$ cat src/rtl/param_fifo_pkg.sv
// Shared sizing helpers, default parameters and flag bundle for param_fifo.
package param_fifo_pkg;

   localparam int DEF_WIDTH  = 8;
   localparam int DEF_DEPTH  = 16;
   localparam int DEF_AFULL  = 14;
   localparam int DEF_AEMPTY = 2;

   function automatic int ptr_width(input int depth);
      return (depth > 1) ? $clog2(depth) : 1;
   endfunction

   // One extra bit so the count can represent DEPTH itself.
   function automatic int cnt_width(input int depth);
      return $clog2(depth) + 1;
   endfunction

   typedef struct packed {
      logic full;
      logic empty;
      logic almost_full;
      logic almost_empty;
   } flags_t;

endpackage

$ cat src/rtl/param_fifo_if.sv
// Producer/consumer bus of param_fifo; master drives requests, slave is the FIFO.
interface param_fifo_if
   import param_fifo_pkg::*;
#(
   parameter int WIDTH = DEF_WIDTH,
   parameter int DEPTH = DEF_DEPTH
);
   localparam int CNT_W = cnt_width(DEPTH);

   logic             clr;
   logic             wr;
   logic [WIDTH-1:0] din;
   logic             rd;
   logic [WIDTH-1:0] dout;
   logic             full;
   logic             empty;
   logic             almost_full;
   logic             almost_empty;
   logic [CNT_W-1:0] count;
   logic             overflow;
   logic             underflow;

   modport master (
      output clr, wr, din, rd,
      input  dout, full, empty, almost_full, almost_empty, count, overflow, underflow
   );

   modport slave (
      input  clr, wr, din, rd,
      output dout, full, empty, almost_full, almost_empty, count, overflow, underflow
   );

endinterface

$ cat src/rtl/param_fifo_mem.sv
// DEPTH x WIDTH storage: synchronous write, asynchronous read, contents never reset.
module param_fifo_mem
   import param_fifo_pkg::*;
#(
   parameter int WIDTH = DEF_WIDTH,
   parameter int DEPTH = DEF_DEPTH,
   parameter int PTR_W = ptr_width(DEPTH)
) (
   input  logic             clk,
   input  logic             we,
   input  logic [PTR_W-1:0] waddr,
   input  logic [WIDTH-1:0] wdata,
   input  logic [PTR_W-1:0] raddr,
   output logic [WIDTH-1:0] rdata
);

   logic [WIDTH-1:0] mem [DEPTH];

   always_ff @(posedge clk) begin
      if (we) begin
         mem[waddr] <= wdata;
      end
   end

   assign rdata = mem[raddr];

endmodule

$ cat src/rtl/param_fifo.sv
// Single-clock FIFO: 1-cycle registered read, or zero-latency head when PARAM_FIFO_FWFT_EN is defined.
// No backpressure: wr while full is dropped (overflow pulse), rd while empty is ignored (underflow pulse).
module param_fifo
   import param_fifo_pkg::*;
#(
   parameter int WIDTH         = DEF_WIDTH,
   parameter int DEPTH         = DEF_DEPTH,
   parameter int AFULL_THRESH  = DEF_AFULL,
   parameter int AEMPTY_THRESH = DEF_AEMPTY
) (
   input  logic        clk,
   input  logic        rst,
   param_fifo_if.slave bus
);

   localparam int PTR_W = ptr_width(DEPTH);
   localparam int CNT_W = cnt_width(DEPTH);

   logic [PTR_W-1:0] wptr;
   logic [PTR_W-1:0] rptr;
   logic [CNT_W-1:0] count;
   logic             ovf;
   logic             unf;
   logic             wr_acc;
   logic             rd_acc;
   logic [WIDTH-1:0] rdata;
   flags_t           flags;

   assign flags.full         = (count == CNT_W'(DEPTH));
   assign flags.empty        = (count == '0);
   assign flags.almost_full  = (count >= CNT_W'(AFULL_THRESH));
   assign flags.almost_empty = (count <= CNT_W'(AEMPTY_THRESH));

   // Acceptance looks only at registered state, so a full FIFO never takes a write
   // even when a read frees a slot in the same cycle.
   assign wr_acc = bus.wr && !flags.full  && !bus.clr;
   assign rd_acc = bus.rd && !flags.empty && !bus.clr;

   param_fifo_mem #(
      .WIDTH (WIDTH),
      .DEPTH (DEPTH),
      .PTR_W (PTR_W)
   ) u_mem (
      .clk   (clk),
      .we    (wr_acc),
      .waddr (wptr),
      .wdata (bus.din),
      .raddr (rptr),
      .rdata (rdata)
   );

   always_ff @(posedge clk or posedge rst) begin
      if (rst) begin
         wptr  <= '0;
         rptr  <= '0;
         count <= '0;
         ovf   <= 1'b0;
         unf   <= 1'b0;
      end else if (bus.clr) begin
         wptr  <= '0;
         rptr  <= '0;
         count <= '0;
         ovf   <= 1'b0;
         unf   <= 1'b0;
      end else begin
         if (wr_acc) wptr <= wptr + 1'b1;
         if (rd_acc) rptr <= rptr + 1'b1;
         if (wr_acc && !rd_acc) begin
            count <= count + 1'b1;
         end else if (rd_acc && !wr_acc) begin
            count <= count - 1'b1;
         end
         ovf <= bus.wr && flags.full;
         unf <= bus.rd && flags.empty;
      end
   end

`ifdef PARAM_FIFO_FWFT_EN
   assign bus.dout = flags.empty ? '0 : rdata;
`else
   logic [WIDTH-1:0] dout_q;

   always_ff @(posedge clk or posedge rst) begin
      if (rst) begin
         dout_q <= '0;
      end else if (rd_acc) begin
         dout_q <= rdata;
      end
   end

   assign bus.dout = dout_q;
`endif

   assign bus.full         = flags.full;
   assign bus.empty        = flags.empty;
   assign bus.almost_full  = flags.almost_full;
   assign bus.almost_empty = flags.almost_empty;
   assign bus.count        = count;
   assign bus.overflow     = ovf;
   assign bus.underflow    = unf;

endmodule

$ cat src/flat_wrapper.sv
// flat-port wrapper written by rule: the top's interface ports become plain ports
module param_fifo_flat import param_fifo_pkg::*;
#(
   parameter int WIDTH         = DEF_WIDTH,
   parameter int DEPTH         = DEF_DEPTH,
   parameter int AFULL_THRESH  = DEF_AFULL,
   parameter int AEMPTY_THRESH = DEF_AEMPTY
)
  (clk, rst, bus_clr, bus_wr, bus_din, bus_rd, bus_dout, bus_full, bus_empty, bus_almost_full, bus_almost_empty, bus_count, bus_overflow, bus_underflow);
  param_fifo_if #(.WIDTH(WIDTH), .DEPTH(DEPTH)) bus_i ();
  input  logic clk;
  input  logic rst;
  input wire logic [$bits(bus_i.clr)-1:0] bus_clr;
  input wire logic [$bits(bus_i.wr)-1:0] bus_wr;
  input wire logic [$bits(bus_i.din)-1:0] bus_din;
  input wire logic [$bits(bus_i.rd)-1:0] bus_rd;
  output wire logic [$bits(bus_i.dout)-1:0] bus_dout;
  output wire logic [$bits(bus_i.full)-1:0] bus_full;
  output wire logic [$bits(bus_i.empty)-1:0] bus_empty;
  output wire logic [$bits(bus_i.almost_full)-1:0] bus_almost_full;
  output wire logic [$bits(bus_i.almost_empty)-1:0] bus_almost_empty;
  output wire logic [$bits(bus_i.count)-1:0] bus_count;
  output wire logic [$bits(bus_i.overflow)-1:0] bus_overflow;
  output wire logic [$bits(bus_i.underflow)-1:0] bus_underflow;
  assign bus_i.clr = bus_clr;
  assign bus_i.wr = bus_wr;
  assign bus_i.din = bus_din;
  assign bus_i.rd = bus_rd;
  assign bus_dout = bus_i.dout;
  assign bus_full = bus_i.full;
  assign bus_empty = bus_i.empty;
  assign bus_almost_full = bus_i.almost_full;
  assign bus_almost_empty = bus_i.almost_empty;
  assign bus_count = bus_i.count;
  assign bus_overflow = bus_i.overflow;
  assign bus_underflow = bus_i.underflow;
  param_fifo #(.WIDTH(WIDTH), .DEPTH(DEPTH), .AFULL_THRESH(AFULL_THRESH), .AEMPTY_THRESH(AEMPTY_THRESH)) u_core (.clk(clk), .rst(rst), .bus(bus_i));
endmodule
$ cat config.mk
export PLATFORM = sky130hd
export DESIGN_NAME = param_fifo_flat
export DESIGN_NICKNAME = d
export VERILOG_FILES = /design/src/rtl/param_fifo_pkg.sv /design/src/rtl/param_fifo_if.sv /design/src/rtl/param_fifo_mem.sv /design/src/rtl/param_fifo.sv /design/src/flat_wrapper.sv
export SDC_FILE = /design/constraint.sdc
export NUM_CORES = 1
export LEC_CHECK = 0
export CORE_ASPECT_RATIO = 0.8
export CORE_MARGIN = 4
export CORE_UTILIZATION = 45
export CTS_CLUSTER_DIAMETER = 30
export DETAILED_ROUTE_END_ITERATION = 7
export GPL_TIMING_DRIVEN = 0
export PLACE_DENSITY = 0.65
export SLEW_MARGIN = 20
export SYNTH_ARGS = -nofsm -noshare
export SYNTH_HDL_FRONTEND = slang
export SYNTH_SLANG_ARGS = --single-unit
$ cat constraint.sdc
create_clock -name clk -period 2.8 [get_ports clk]
set_input_delay 0.56 -clock clk [delete_from_list [all_inputs] [get_ports clk]]
set_output_delay 0.56 -clock clk [all_outputs]
set_load 0.005 [all_outputs]
## Word level (Yosys, flattened, before mapping)

Memory sizes are Yosys's and may differ from the RTL's. A register that Yosys moved wholly into a read port is not among the register bits.
Cells that the tools add are included.
Widths: inputs -> output; s select.

| storage, ports and cells | value |
|---|---|
| RAM bits | 128 |
| output and inout port bits | 19 |
| logic and storage cells | 41 |
| flip-flop bits (word level) | 15 |
| bits of input ports | 13 |
| memories kept | 1 |

Memories:

| name | depth | width | rd ports | clocked after Yosys merged registers in | write ports | RTL line | text |
|---|---|---|---|---|---|---|---|
| u_core.u_mem.mem | 16 | 8 | 1 | 1 | 1 | param_fifo_mem.sv:17 | `logic [WIDTH-1:0] mem [DEPTH];` |

| operators by class | value |
|---|---|
| reduce and logical (&&, ||, !) cells | 17 |
| mux-type cells | 11 |
| $lt $le $gt $ge | 2 |
| equal/unequal tests | 1 |
| add/sub/neg operators | 4 |

Operator list:

| kind | count |
|---|---|
| $mux 4 | 4 |
| $mux 5 | 3 |
| $add 4x1->4 const B | 2 |
| $logic_and 1x1->1 | 8 |
| $add 5x1->5 const B | 1 |
| $eq 5x5->1 const B | 1 |
| $ge 5x4->1 const B | 1 |
| $le 5x2->1 const B | 1 |
| $logic_not 1->1 | 5 |
| $logic_not 5->1 | 1 |
| $sub 5x1->5 const B | 1 |
| $mux 1 | 4 |
| $reduce_bool 2->1 | 2 |
| $reduce_bool 3->1 | 1 |

## Depth between registers and ports, before layout

| depth | value |
|---|---|
| depth in word-level cells | 9 |
| mapped depth | 10 |
| gate-level depth less buffers | 10 |

## Modules after synthesis

A second synthesis with hierarchy kept.

| second synthesis, totals | value |
|---|---|
| cells, all modules | 340 |
| area, all modules | 6262.3 um2 |

By module, submodules not included:

| module | times used | sequential area each (um2) | cells each | area an instance (um2) |
|---|---|---|---|---|
| param_fifo_mem | 1 | 3843.7 | 221 | 4987.3 |
| param_fifo | 1 | 575.6 | 119 | 1275.0 |

## Least setup slack after synthesis

No wires, ideal clock.

| path | value |
|---|---|
| path type | reg2reg |
| from | register u_core.count[0], in the netlist u_core.bus.count[0] |
| to | register u_core.count[4], in the netlist u_core.bus.count[4] |
| buffers on the path | 0 |
| arrival | 2594 ps |
| period minus slack after synthesis | 2672 ps |
| stages on the path, launching flop included | 11 |
| data required time | 2722 ps |
| setup slack | 128 ps |
| setup time | 78 ps |
| cells stage by stage | dfrtp_1 -> or4_4 -> o21ai_0 -> nor2_1 -> nand2_1 -> fa_1 -> a21o_1 -> a21oi_1 -> or3_1 -> a21o_1 -> a21oi_1 |

| on the way | value |
|---|---|
| word-level cells in the longest chain between the ends | 8 |
| elaborated cells on any way between the ends | 18 |
| those cells by class | add/sub: 2; eq/ne: 1; mux: 3; reduce/logical: 12 |

RTL lines:

| item | RTL line | text |
|---|---|---|
| start, declared | param_fifo.sv:21 | `logic [CNT_W-1:0] count;` |
| start signal, assigned | param_fifo.sv:69 | `count <= count + 1'b1;` |
| start signal, assigned | param_fifo.sv:71 | `count <= count - 1'b1;` |
| parallel branches: the longest is 8 deep, another holds $sub 5x1->5 | n/a |  |

Several ways; the timed one is not identified. The select of a mux whose other input is x is not followed.
A chain may end at the register's enable or synchronous reset.

## Worst setup path after layout

Same ends and word-level chain as after synthesis.

==> flow_metrics.py <==
metrics = {
    "route": {
        "dr_total_vias": 3178,
        "wl_per_cell_um": 21.74,
        "remaining_drc_errors": 0,
        "viasPerCell": 5.489,
        "wl_um": 12590,
        "dr.pass1.iters": 4,
        "ant_nets": 0,
        "drt_iter0_drc": 324,
    },
    "place": {
        "dp_hpwl_um": 8295,
        "place_inst": 538,
        "gp_congestion": 0.7809,
        "placed_cell_area_mm2": 0.006688,
        "io_buffers": 30,
    },
    "logic_synthesis": {
        "synth_edf_count": 128,
        "syn_area_mm2": 0.006148,
        "synth_cell_types": 38,
        "ys_warn_count": 0,
        "synth_most_common_cell": "edfxtp_1",
        "synthFlopType": "edfxtp_1",
        "synth-seq-area-share_pct": 71.88,
        "avgSynthCellArea_um2": 18.46,
        "synth_nets": 356,
        "synth_commonest_cells": "edfxtp_1 (128), mux4_2 (32), nor2_1 (27)",
        "async_reset_ff_share_pct": 15.23,
        "ys_top_cells_by_area": "edfxtp_1 (63%), mux4_2 (12%), dfrtp_1 (9.4%), mux2i_1 (2.9%), ha_1 (1.8%)",
        "synth_top_area_share_pct": 62.52,
        "synth_cells": 333,
        "ys_ff_latch": 151,
        "yosysTopAreaCell": "edfxtp_1",
    },
    "finish": {
        "final_nets": 414,
        "drive_above_1_share_pct": 23.27,
        "antenna-diode-count": 0,
        "syn_to_final_growth_pct": 20.00,
        "instances_no_fill": 579,
        "stdcell_area_mm2": 0.007378,
    },
    "sta": {
        "max_slew_margin_pct": 40.82,
        "worst_pin_slew_ps": 886.8,
        "tns_ps": 0,
        "fmax_mhz": 377.9,
        "setup_violations": 0,
        "skew_ps": 10.55,
        "hold_ws_ps": 489.1,
        "fin_crit_sh_pct": 94.51,
        "drv_slew": 0,
        "hold_viol": 0,
        "min_period_ps": 2646,
    },
    "clock_network": {
        "root_buffer": "clkbuf_16",
        "cts_hold_buf": 0,
        "clkSinkCount": 151,
        "clk_latency_ps": 420,
        "clk_path_buf_depth": 2,
        "cts_made_buffers": 17,
        "clk_pin_slew_worst_paths_ps": 70,
        "cts_tree": "built",
        "cts_max_level": 4,
    },
    "critical_path": {
        "path_delay_family": "simple AND/OR/NAND/NOR gates",
        "path_buf_inv": 0,
        "crit_start": "u_core.bus.count[0]",
        "cp.depth": 10,
        "crit_chain": "or4_4 -> o21ai_2 -> nor2_1 -> nand2_2 -> fa_1 -> a21o_1 -> a21oi_1 -> or3_1 -> a21o_1 -> a21oi_1",
        "cp.arrival_ps": 2990,
        "endpoint": "u_core.bus.count[4]",
        "worst_path_largest_cell_delay_ps": 580,
        "worst_setup_path_start_kind": "register",
        "reg2reg_to": "u_core.bus.count[4]",
        "crit_fanout": 6,
        "timing.rr.start": "u_core.bus.count[0]",
        "end_kind": "register",
        "r2r_slack_ps": 150,
        "cp_slowest_cell": "or4_4",
        "rr_worst_depth": 10,
        "worstSetupPathType": "reg2reg",
        "cp.required_ps": 3140,
    },
    "grt": {
        "grt_antenna_before_repair": 0,
        "grt_usage_pct": 16.88,
        "grt_max_degree": 24,
        "grt-ovfl-total": 0,
        "grt_pass1_vias": 3208,
        "grt_first_pass_wirelength_um": 19440,
    },
    "power": {
        "powerDensity_mw_per_mm2": 897.7,
        "leakage_nw": 2.464,
        "peakVddDrop_v": 0.0004736,
    },
    "floorplan": {
        "fp.dieW_um": 138.7,
        "rows": 37,
        "die_area_mm2": 0.01561,
        "core_area_mm2": 0.01310,
        "top_level_ports": 32,
        "dieHeight_um": 112.6,
        "initial_core_util_pct": 46.93,
    },
    "run_status": {
        "status": "completed",
    },
    "run": {
        "maxCapViolations": 0,
    },
    "min_path": {
        "hp-class": "reg2reg",
    },
}
[how the worst min path moves through the flow]
stage | from | endpoint | slack (ps) | depth (start not counted)
after detailed placement | u_core.bus.dout[4] | u_core.bus.dout[4] | 470 | 2
after CTS | u_core.bus.dout[4] | u_core.bus.dout[4] | 490 | 2
final | u_core.bus.dout[4] | u_core.bus.dout[4] | 490 | 2
after global routing | u_core.bus.dout[3] | u_core.bus.dout[3] | 530 | 2
after global placement | u_core.bus.dout[4] | u_core.bus.dout[4] | 470 | 2
after floorplan | u_core.bus.dout[0] | u_core.bus.dout[0] | 480 | 2
[per-layer routing]
| metal | vias up | part of all wire [%] | global-route usage (%) |
|---|---|---|---|
| met1 | 1641 | 48 | 25.12 |
| li1 | 1436 | - | - |
| met3 | 12 | 5.1 | 4.259 |
| met2 | 89 | 46 | 25.03 |
| met4 | 0 | 1.1 | 4.628 |
| met5 | - | 0 | 0 |
[timing repair]
item	4_1_cts	5_1_grt
gates cloned	0	0
pin swaps	0	2
buffers inserted	0	9
endpoints found under the setup margin	1	1
resized for setup	4	3
[flip-flops by register name, summed over array words and instances (netlist names)]
name / cells
u_core.bus.count: 5
u_core.bus.dout: 8
u_core.bus.overflow: 1
u_core.bus.underflow: 1
u_core.rptr: 4
u_core.u_mem.mem: 128
u_core.wptr: 4
[worst reg2reg max path: stages, from the launching register on]
cell and delay [ps]:
dfrtp_2 440, or4_4 580, o21ai_2 180, nor2_1 130
nand2_2 150, fa_1 220, a21o_1 130, a21oi_1 80
or3_1 330, a21o_1 180, a21oi_1 140
[power by group]
part           internal [W]  switching (W)  total [W]
registers           0.00258       0.000105    0.00269
clock network       0.00149       0.000877    0.00236
logic              0.000822       0.000751    0.00157
[placed cells by master, fill, tap and decap left out, types with 2 or more instances in the layout]
| master | count |
|---|---|
| a21o_1 | 2 |
| a21oi_1 | 6 |
| buf_1 | 2 |
| buf_2 | 5 |
| buf_4 | 10 |
| bufinv_16 | 4 |
| clkbuf_1 | 9 |
| clkbuf_16 | 17 |
| clkdlybuf4s50_1 | 30 |
| clkinv_1 | 2 |
| clkinv_2 | 2 |
| clkinv_4 | 2 |
| clkinvlp_4 | 2 |
| dfrtp_1 | 19 |
| dfrtp_2 | 4 |
| edfxtp_1 | 128 |
| ha_1 | 9 |
| inv_1 | 6 |
| mux2i_1 | 18 |
| mux4_2 | 32 |
| nand2_1 | 20 |
| nand2b_1 | 2 |
| nand3_1 | 4 |
| nand4_1 | 2 |
| nor2_1 | 27 |
| nor3_2 | 5 |
| o221ai_1 | 8 |
| xnor2_1 | 3 |
| xor2_1 | 5 |
[cells by family after synthesis]
group | Yosys count | share of synthesized area, %
AO/OA/AOI/OAI | 21 | 2.869
buffers and inverters | 21 | 1.445
AND/OR/NAND/NOR | 71 | 5.413
adder cells (fa/ha/maj) | 10 | 2.157
flip-flops | 151 | 71.88
XOR/XNOR | 9 | 1.587
multiplexers | 50 | 14.65
[cell type report]
class	count	area, µm²
Buffer	15	66.31
Clock buffer	19	432.9
Clock inverter	13	178.9
Fill cell	1008	5723
Inverter	6	22.52
Multi-Input combinational cell	161	1667
Sequential cell	151	4424
Tap cell	175	219.0
Timing Repair Buffer	39	367.9
[metrics by stage]
step	utilization [%]	power [W]	setup slack, ps
2_1_floorplan	-	0.003668	128.4
3_3_place_gp	50.89	0.004193	-389.7
3_5_place_dp	51.05	0.004233	-345.6
4_1_cts	55.75	0.006594	11.58
5_1_grt	56.32	0.006933	-4.431
6_report	56.32	0.006624	153.7
(Power assumes the default switching activity.)
